### config.mk
export PLATFORM = sky130hd
export DESIGN_NAME = register_file_sb
export DESIGN_NICKNAME = d
export VERILOG_FILES = /design/src/rtl/register_file_sb_pkg.sv /design/src/rtl/register_file_sb_pend_ctr.sv /design/src/rtl/register_file_sb.sv
export SDC_FILE = /design/constraint.sdc
export NUM_CORES = 2
export LEC_CHECK = 0
export CORE_ASPECT_RATIO = 0.9
export CORE_MARGIN = 4
export CORE_UTILIZATION = 59
export CTS_BUF_LIST = sky130_fd_sc_hd__clkbuf_4
export DETAILED_ROUTE_END_ITERATION = 10
export PLACE_DENSITY = 0.8
export REMOVE_ABC_BUFFERS = 1
export SLEW_MARGIN = 20
export SYNTH_ARGS = -nofsm -noshare
export SYNTH_HDL_FRONTEND = slang
export SYNTH_SLANG_ARGS = --single-unit
### constraint.sdc
create_clock -name clock -period 3.1 [get_ports clock]
set_clock_uncertainty 0.05 [all_clocks]
set_input_delay 0.62 -clock clock [delete_from_list [all_inputs] [get_ports clock]]
set_output_delay 0.62 -clock clock [all_outputs]
set_load 0.02 [all_outputs]
### src/rtl/register_file_sb_pkg.sv
// Shared defaults and constants for the register file and its scoreboard counters.
package register_file_sb_pkg;

  localparam int XLEN_DEF   = 32;
  localparam int AW_DEF     = 5;
  localparam int PEND_W_DEF = 2;

  localparam logic [AW_DEF-1:0] REG_ZERO = 5'd0;

  // Largest in-flight writer count a PEND_W-bit counter can track.
  function automatic int pend_max(input int w);
    return (1 << w) - 1;
  endfunction

endpackage

### src/rtl/register_file_sb_pend_ctr.sv
// Pending-writer counter for one register: allocate increments, writeback retires.
// Updates land on the next edge; flush and reset clear it, and inc+dec together cancel.
module rf_pend_ctr
  import register_file_sb_pkg::*;
#(
  parameter int PEND_W = PEND_W_DEF
) (
  input  logic              clock,
  input  logic              reset,
  input  logic              flush,
  input  logic              inc,
  input  logic              dec,
  output logic [PEND_W-1:0] cnt,
  output logic              is_max,
  output logic              is_zero
);

  logic [PEND_W-1:0] cnt_q;
  logic [PEND_W-1:0] cnt_d;

  always_comb begin
    cnt_d = cnt_q;
    if (flush) begin
      cnt_d = '0;
    end else if (inc && !dec) begin
      cnt_d = cnt_q + PEND_W'(1);
    end else if (dec && !inc) begin
      cnt_d = cnt_q - PEND_W'(1);
    end
  end

  always_ff @(posedge clock) begin
    if (reset) begin
      cnt_q <= '0;
    end else begin
      cnt_q <= cnt_d;
    end
  end

  assign cnt     = cnt_q;
  assign is_max  = &cnt_q;
  assign is_zero = (cnt_q == '0);

endmodule

### src/rtl/register_file_sb.sv
// Integer register file with NUM_RD bypassed combinational reads and a pending-write scoreboard.
// Reads are 0-cycle; writes and scoreboard updates show from the next edge; a full counter refuses alloc.
module register_file_sb
  import register_file_sb_pkg::*;
#(
  parameter int XLEN   = XLEN_DEF,
  parameter int NREGS  = 32,
  parameter int AW     = AW_DEF,
  parameter int NUM_RD = 2,
  parameter int PEND_W = PEND_W_DEF
) (
  input  logic                   clock,
  input  logic                   reset,
  input  logic [NUM_RD*AW-1:0]   rd_addr,
  output logic [NUM_RD*XLEN-1:0] rd_data,
  output logic [NUM_RD-1:0]      rd_pending,
  input  logic                   wr_en,
  input  logic [AW-1:0]          wr_addr,
  input  logic [XLEN-1:0]        wr_data,
  input  logic                   alloc_en,
  input  logic [AW-1:0]          alloc_addr,
  output logic                   alloc_ok,
  input  logic                   flush,
  output logic                   err_underflow
);

  localparam logic [AW-1:0]     ZERO_A = AW'(REG_ZERO);
  localparam logic [PEND_W-1:0] ONE_C  = PEND_W'(1);

  logic [XLEN-1:0]   mem_q    [NREGS];
  logic [PEND_W-1:0] cnt      [NREGS];
  logic              cnt_max  [NREGS];
  logic              cnt_zero [NREGS];
  logic              wr_live;
  logic              err_d;
  logic              err_q;

  assign wr_live  = wr_en && (wr_addr != ZERO_A);
  assign alloc_ok = alloc_en && !reset && !flush && (alloc_addr != ZERO_A) && !cnt_max[alloc_addr];

  always_comb begin
    err_d = err_q;
    if (wr_live && cnt_zero[wr_addr] && !flush) begin
      err_d = 1'b1;
    end
  end

  always_ff @(posedge clock) begin
    if (reset) begin
      err_q <= 1'b0;
    end else begin
      err_q <= err_d;
    end
  end

  assign err_underflow = err_q;

  always_ff @(posedge clock) begin
    if (reset) begin
      for (int r = 0; r < NREGS; r++) begin
        mem_q[r] <= '0;
      end
    end else if (wr_live) begin
      mem_q[wr_addr] <= wr_data;
    end
  end

  // x0 never holds a writer: it reads as permanently empty and permanently full.
  assign cnt[0]      = '0;
  assign cnt_max[0]  = 1'b1;
  assign cnt_zero[0] = 1'b1;

  for (genvar r = 1; r < NREGS; r++) begin : g_ctr
    rf_pend_ctr #(
      .PEND_W (PEND_W)
    ) u_ctr (
      .clock   (clock),
      .reset   (reset),
      .flush   (flush),
      .inc     (alloc_ok && (alloc_addr == AW'(r))),
      .dec     (wr_live && (wr_addr == AW'(r)) && !cnt_zero[r]),
      .cnt     (cnt[r]),
      .is_max  (cnt_max[r]),
      .is_zero (cnt_zero[r])
    );
  end

  for (genvar i = 0; i < NUM_RD; i++) begin : g_rd
    logic [AW-1:0] a;
    logic          hit;

    assign a   = rd_addr[i*AW +: AW];
    assign hit = wr_en && (wr_addr == a);

    assign rd_data[i*XLEN +: XLEN] = (reset || (a == ZERO_A)) ? '0 :
                                     hit                      ? wr_data : mem_q[a];
    // The last retiring writer hands its value over the bypass, so it no longer counts.
    assign rd_pending[i] = !reset && !cnt_zero[a] && !(hit && (cnt[a] == ONE_C));
  end

endmodule
== Yosys cells after proc, flatten, opt, wreduce, memory -nomap -nowiden ==
Memories as Yosys holds them, arrays and structs flattened.
Index checks and enable logic that the tools add are counted.
Widths: inputs -> output; s select.

* Magnitude comparators: 4
* Reduce and logical (&&, ||, !) cells: 371
* Bitwise gates (word level): 4
* Shift operators: 0
* Muxes and demuxes: 92
* Add/sub/neg operators: 62
* Divide/modulo/power cells: 0
* $mul: 0
* Equal/unequal tests: 66

{| class="wikitable"
|+ Operators by type and width
! kind !! number
|-
| $logic_and 1x1->1 || 170
|-
| $eq 5x5->1 const B || 32
|-
| $mux 32 || 5
|-
| $mux 2 || 66
|-
| $logic_not 1->1 || 100
|-
| $eq 5x4->1 const B || 16
|-
| $add 2x1->2 const B || 31
|-
| $logic_not 2->1 || 31
|-
| $reduce_and 2->1 || 31
|-
| $reduce_bool 2->1 || 31
|-
| $sub 2x1->2 const B || 31
|-
| $eq 5x3->1 const B || 8
|-
| $reduce_or 32->1 || 1
|-
| $ge 6x6->1 const B || 4
|-
| $not 5->6 || 4
|-
| $bmux 1 s5 || 4
|-
| $bmux 2 s5 || 2
|-
| $eq 5x2->1 const B || 4
|-
| $mux 1 || 14
|-
| $eq 5x1->1 const B || 2
|-
| $eq 5x5->1 || 2
|-
| $logic_not 5->1 || 2
|-
| $reduce_bool 5->1 || 2
|-
| $mux 5 || 1
|-
| other kinds (3) || 5
|}

* Memory bits (writable): 1024
* Word-level logic and storage cells: 632
* Memories: 1
* Bits of input ports: 57
* Register bits: 63
* Output and inout port bits: 68
* Memory bits (read-only): 0
* Latch bits: 0

{| class="wikitable"
|+ Memory list
! memory !! depth !! width !! read ports !! clocked after Yosys merged registers in !! write ports !! line !! text
|-
| mem_q || 32 || 32 || 2 || 0 || 32 || register_file_sb.sv:30 || <nowiki>logic [XLEN-1:0] mem_q [NREGS];</nowiki>
|}

== Depth between registers and ports, before layout ==
* Depth after elaboration: 11
* Mapped depth: 12

== By module ==
From an unflattened synthesis, not the netlist that was laid out.

* Cells, all modules: 4215
* Area total of the unflattened synthesis: 60501.8 µm²

{| class="wikitable"
|+ By module, submodules not included
! module !! sequential area each (µm²) !! instances !! cells an instance !! area an instance (µm²)
|-
| register_file_sb || 30769.5 || 1 || 3843 || 56972.1
|-
| rf_pend_ctr || 40.0 || 31 || 12 || 113.9
|}

== Worst setup path before layout ==
No wires, ideal clock.

* Path kind: input -> output
* Start point: input port rd_addr[5]
* End point: output port rd_pending[1]
* Data required time: 2430 ps
* Data arrival time: 2680 ps
* Setup slack: -250 ps
* Stages: 7
* Path through: buf_2 -> buf_4 -> buf_2 -> mux4_2 -> a222oi_1 -> nand4b_1 -> a211oi_1

* Longest elaborated chain between the ends: 8
* Elaborated cells between the ends (all ways): 15
* Those cells by class: eq/ne (2); mux (6); bitwise (1); reduce/logical (6)

{| class="wikitable"
|+ RTL lines
! what !! line !! text
|-
| start: declaration || register_file_sb.sv:14 || <nowiki>input logic [NUM_RD*AW-1:0] rd_addr,</nowiki>
|-
| $not 5->6 (implied by the code) || register_file_sb.sv:98 || <nowiki>assign rd_pending[i] = !reset && !cnt_zero[a] && !(hit && (cnt[a] == ONE_C));</nowiki>
|-
| $bmux 2 s5 || register_file_sb.sv:98 ||
|-
| $mux 2 (implied by the code) (2 in series) || register_file_sb.sv:98 ||
|-
| $eq 2x1->1 || register_file_sb.sv:98 ||
|-
| $logic_and 1x1->1 || register_file_sb.sv:98 ||
|-
| $logic_not 1->1 || register_file_sb.sv:98 ||
|-
| $logic_and 1x1->1 (*) || register_file_sb.sv:98 ||
|-
| end: declaration || register_file_sb.sv:16 || <nowiki>output logic [NUM_RD-1:0] rd_pending,</nowiki>
|}

Mark *: on every way between the ends. The rest lies on a longest branch, timed or not. The select of a mux whose other input is x is not followed.

==> metrics.txt <==
# TYPE chip_impl_metric gauge
chip_impl_metric{name="tightest_slew",unit="ns"} 1.09
chip_impl_metric{name="post_synth.cell_area_avg",unit="sq um"} 13.9
chip_impl_metric{name="drive_gt1_share",unit="%"} 36.9
chip_impl_info{name="clk_root_buffer_cell",value="clkbuf_4"} 1
chip_impl_metric{name="ctsHtreeMaxLevel",unit=""} 5
chip_impl_metric{name="yosys.area.top_type_share",unit="%"} 51.1
chip_impl_metric{name="gr-total-overflow",unit=""} 0
chip_impl_info{name="synth_area_leader_cell",value="edfxtp_1"} 1
chip_impl_metric{name="core_outline_area",unit="sq um"} 101000
chip_impl_metric{name="max-cap-violations",unit=""} 0
chip_impl_info{name="synth_most_common_cell",value="edfxtp_1"} 1
chip_impl_metric{name="max_clock_freq",unit="MHz"} 243
chip_impl_metric{name="detailroute.via_count",unit=""} 44800
chip_impl_metric{name="minimum_clock_period_after_layout",unit="ns"} 4.12
chip_impl_metric{name="detail_route.vias_per_cell",unit=""} 6.80
chip_impl_metric{name="initial_antenna_violation_count",unit=""} 8
chip_impl_metric{name="drt_pre_antenna_iters",unit=""} 6
chip_impl_info{name="hold_path_startpoint",value="reset"} 1
chip_impl_metric{name="final_cell_count_no_fill",unit=""} 6585
chip_impl_metric{name="initial_utilization",unit="%"} 59.8
chip_impl_metric{name="grt_start_max_net_pins",unit=""} 64
chip_impl_info{name="hold_path_class",value="input pin to flop"} 1
chip_impl_metric{name="num_rows",unit=""} 110
chip_impl_metric{name="report.final.slew_viol_count",unit=""} 0
chip_impl_info{name="status",value="complete, but fails checks"} 1
chip_impl_metric{name="global_route.usage.met3",unit="%"} 14.6
chip_impl_info{name="failed_checks",value="negative setup slack"} 1
chip_impl_metric{name="drt-total-wl",unit="mm"} 207
chip_impl_metric{name="r2r.worst_path.cells",unit=""} 10
chip_impl_metric{name="die_h",unit="microns"} 311
chip_impl_metric{name="drcViolationCount",unit=""} 0
chip_impl_metric{name="antenna_left",unit=""} 0
chip_impl_metric{name="drt-wirelength-per-cell",unit="microns"} 31.4
chip_impl_info{name="timing.rr.start",value="g_ctr[11].u_ctr.cnt[1]"} 1
chip_impl_metric{name="clock_sinks",unit=""} 1087
chip_impl_metric{name="detailedPlace.worstSlack",unit="ns"} -1.37
chip_impl_metric{name="ir_worst_vdd",unit="uV"} 490
chip_impl_metric{name="grt_use_met2",unit="%"} 57.7
chip_impl_metric{name="dieArea",unit="sq um"} 107000
chip_impl_metric{name="post-dp-hpwl",unit="mm"} 139
chip_impl_metric{name="globalplace.congestion",unit=""} 0.998
chip_impl_info{name="netlist_top_cells_count",value="edfxtp_1 (1024), and2_1 (996), mux4_2 (525)"} 1
chip_impl_metric{name="post_synth_num_cell_types",unit=""} 65
chip_impl_metric{name="path_clk_slew",unit="ns"} 0.07
chip_impl_metric{name="slack_of_the_critical_path",unit="ns"} -1.02
chip_impl_metric{name="synth-edff-count",unit=""} 1024
chip_impl_info{name="category_of_the_most_critical_setup_path",value="flop to output port"} 1
chip_impl_info{name="synth.top_cells.by_area",value="edfxtp_1 (51%), mux4_2 (20%), and2_1 (10%)"} 1
chip_impl_metric{name="power.density_cell_area",unit="nW/um^2"} 477
chip_impl_info{name="cts_tree",value="built"} 1
chip_impl_metric{name="netlist_instances",unit=""} 4319
chip_impl_metric{name="place.port_buffers",unit=""} 124
chip_impl_metric{name="share_of_the_clock_period_used_by_the_worst_path_after_layout",unit="%"} 133
chip_impl_metric{name="number_of_instances_on_the_worst_hold_path",unit=""} 4
chip_impl_metric{name="post-layout-total-power",unit="mW"} 34.7
chip_impl_info{name="crit_path_capture_type",value="output port"} 1
chip_impl_metric{name="ys.warnings.count",unit=""} 0
chip_impl_metric{name="insertion_delay_of_the_later_clocked_pin_in_the_worst_skew_pair",unit="ns"} 1.21
chip_impl_metric{name="report.final.hold_viol_count",unit=""} 0
chip_impl_metric{name="io_pins",unit=""} 125
chip_impl_metric{name="area_delta_synth_final",unit="%"} 20.8
chip_impl_info{name="grt.busiest_layer",value="met2"} 1
chip_impl_metric{name="critical_path_required",unit="ns"} 2.43
chip_impl_metric{name="finish.net_count",unit=""} 5138
chip_impl_metric{name="clk_path_buf_depth",unit=""} 4
chip_impl_info{name="yosys_most_used_dff",value="edfxtp_1"} 1
chip_impl_metric{name="die-width",unit="microns"} 345
chip_impl_metric{name="critPathMaxFanout",unit=""} 2
chip_impl_metric{name="combined_global_route_utilization_of_all_metal_layers",unit="%"} 39.0
chip_impl_metric{name="synth.yosys.seq_area_share",unit="%"} 53.2
chip_impl_metric{name="cts-buffers-inserted",unit=""} 298
chip_impl_metric{name="total_leakage_power",unit="nW"} 26.6
chip_impl_info{name="worst_setup_path_startpoint",value="mem_q[16][16]"} 1
chip_impl_metric{name="grt_pass1_vias",unit=""} 45900
chip_impl_metric{name="worst_ep_arrival_time",unit="ns"} 3.45
chip_impl_metric{name="drt_iter0_markers",unit=""} 6330
chip_impl_info{name="crit_path_start_kind",value="flop"} 1
chip_impl_metric{name="grt_use_met1",unit="%"} 49.4
chip_impl_metric{name="timing.max_slew.rel_slack",unit="%"} 26.9
chip_impl_metric{name="finalSetupViolations",unit=""} 67
chip_impl_metric{name="grt_first_pass_wirelength",unit="mm"} 301
chip_impl_metric{name="synth.ff_latch_count",unit=""} 1087
chip_impl_metric{name="synthArstFlopShare",unit="%"} 0
chip_impl_metric{name="synth_area",unit="sq um"} 60200
chip_impl_metric{name="post-place-cells",unit=""} 6085
chip_impl_info{name="grt_setup_unrepaired",value="true"} 1
-- cell usage in the layout (no fill, tap or decap), types with 32 or more instances in the layout --
| master | synthesis | final |
|---|---|---|
| clkinv_1 | 1 | 54 |
| o211ai_1 | 36 | 36 |
| or2_2 | 33 | 33 |
| conb_1 | 1 | 32 |
| buf_4 | 18 | 568 |
| nor2_1 | 205 | 157 |
| edfxtp_1 | 1024 | 1024 |
| nand2_1 | 153 | 126 |
| a21oi_1 | 73 | 71 |
| or3_1 | 38 | 38 |
| xor2_1 | 67 | 67 |
| clkbuf_4 | 0 | 408 |
| and2_1 | 996 | 994 |
| mux2i_1 | 129 | 127 |
| buf_12 | 0 | 146 |
| a221oi_1 | 64 | 61 |
| buf_6 | 16 | 63 |
| dfxtp_1 | 63 | 51 |
| clkdlybuf4s50_1 | 0 | 48 |
| o21ai_0 | 84 | 73 |
| nor2_4 | 0 | 34 |
| o22ai_1 | 65 | 63 |
| mux4_2 | 525 | 525 |
-- per-layer routing --
metal	vias up	part of all wire [%]	wire, microns
li1	18100	-	-
met2	3927	44	91700
met3	908	16	33500
met4	0	7.3	15000
met1	21800	32	66700
met5	-	0	0
-- layout make-up --
cell class	count	area (sq um)
multi-input combinational	2808	27000
timing repair buffer	840	8500
fill	6403	28000
clock buffer	408	3060
clock inverter	71	283
sequential	1087	32000
tap	1344	1680
inverter	15	58.8
antenna	12	30.0
-- registers in the layout, indices dropped and copies added (netlist names) --
name             cells
err_underflow        1
g_ctr.u_ctr.cnt     62
mem_q             1024
-- worst paths after layout --
path                            endpoint  slack, ns
setup / recovery             rd_data[48]      -1.02
hold reg to reg   g_ctr[29].u_ctr.cnt[1]       0.48
setup reg to reg   g_ctr[9].u_ctr.cnt[1]       0.36
hold / removal             err_underflow       0.24
-- critical path, stage by stage (launching register included) --
cell	delay (ns)
edfxtp_1	0.40
mux4_2	0.50
mux4_2	0.52
o211ai_1	0.50
nand2_1	0.13
buf_2	0.18
-- metrics by stage --
step	utilization, %	area [sq um]	hold WS, ns	TNS, ns
detailed placement	68.3	68700	0.463	-105.06
global route	72.2	72600	0.194	-53.88
CTS	71.9	72300	0.170	-51.81
global placement	68.3	68700	0.458	-106.41
finish	72.2	72600	0.238	-48.46
floorplan	-	58400	0.434	-45.15
-- cell families (layout without fill, tap and decap cells) --
| logic type | count (synthesis) | after routing | share of synthesized area, % |
|---|---|---|---|
| and+or+nand+nor | 1575 | 1575 | 14.9 |
| DFF | 1087 | 1087 | 53.2 |
| muxes | 657 | 657 | 21.9 |
| buffers and inverters | 455 | 1334 | 3.29 |
| AOI/OAI and AO/OA | 441 | 441 | 5.05 |
| xor gates and xnor gates | 72 | 72 | 1.05 |
| adders and majority gates | 31 | 31 | 0.645 |
| other | 1 | 44 | 0.00623 |
-- power by group --
group          switching [mW]  internal [mW]  total [mW]
clock                    6.01           6.04        12.0
sequential              0.398           16.8        17.2
combinational            2.94           2.48        5.42
total                    9.34           25.3        34.7
-- timing repair --
action                     4_1_cts  5_1_grt
pin swaps                       82       70
gates resized for setup        431       79
gates cloned                     0        0
hold buffers                     1        0
setup buffers                    6        5
setup endpoints to repair       67       67
hold endpoints to repair         9        0
No activity file was read; power rests on OpenSTA's default activity.
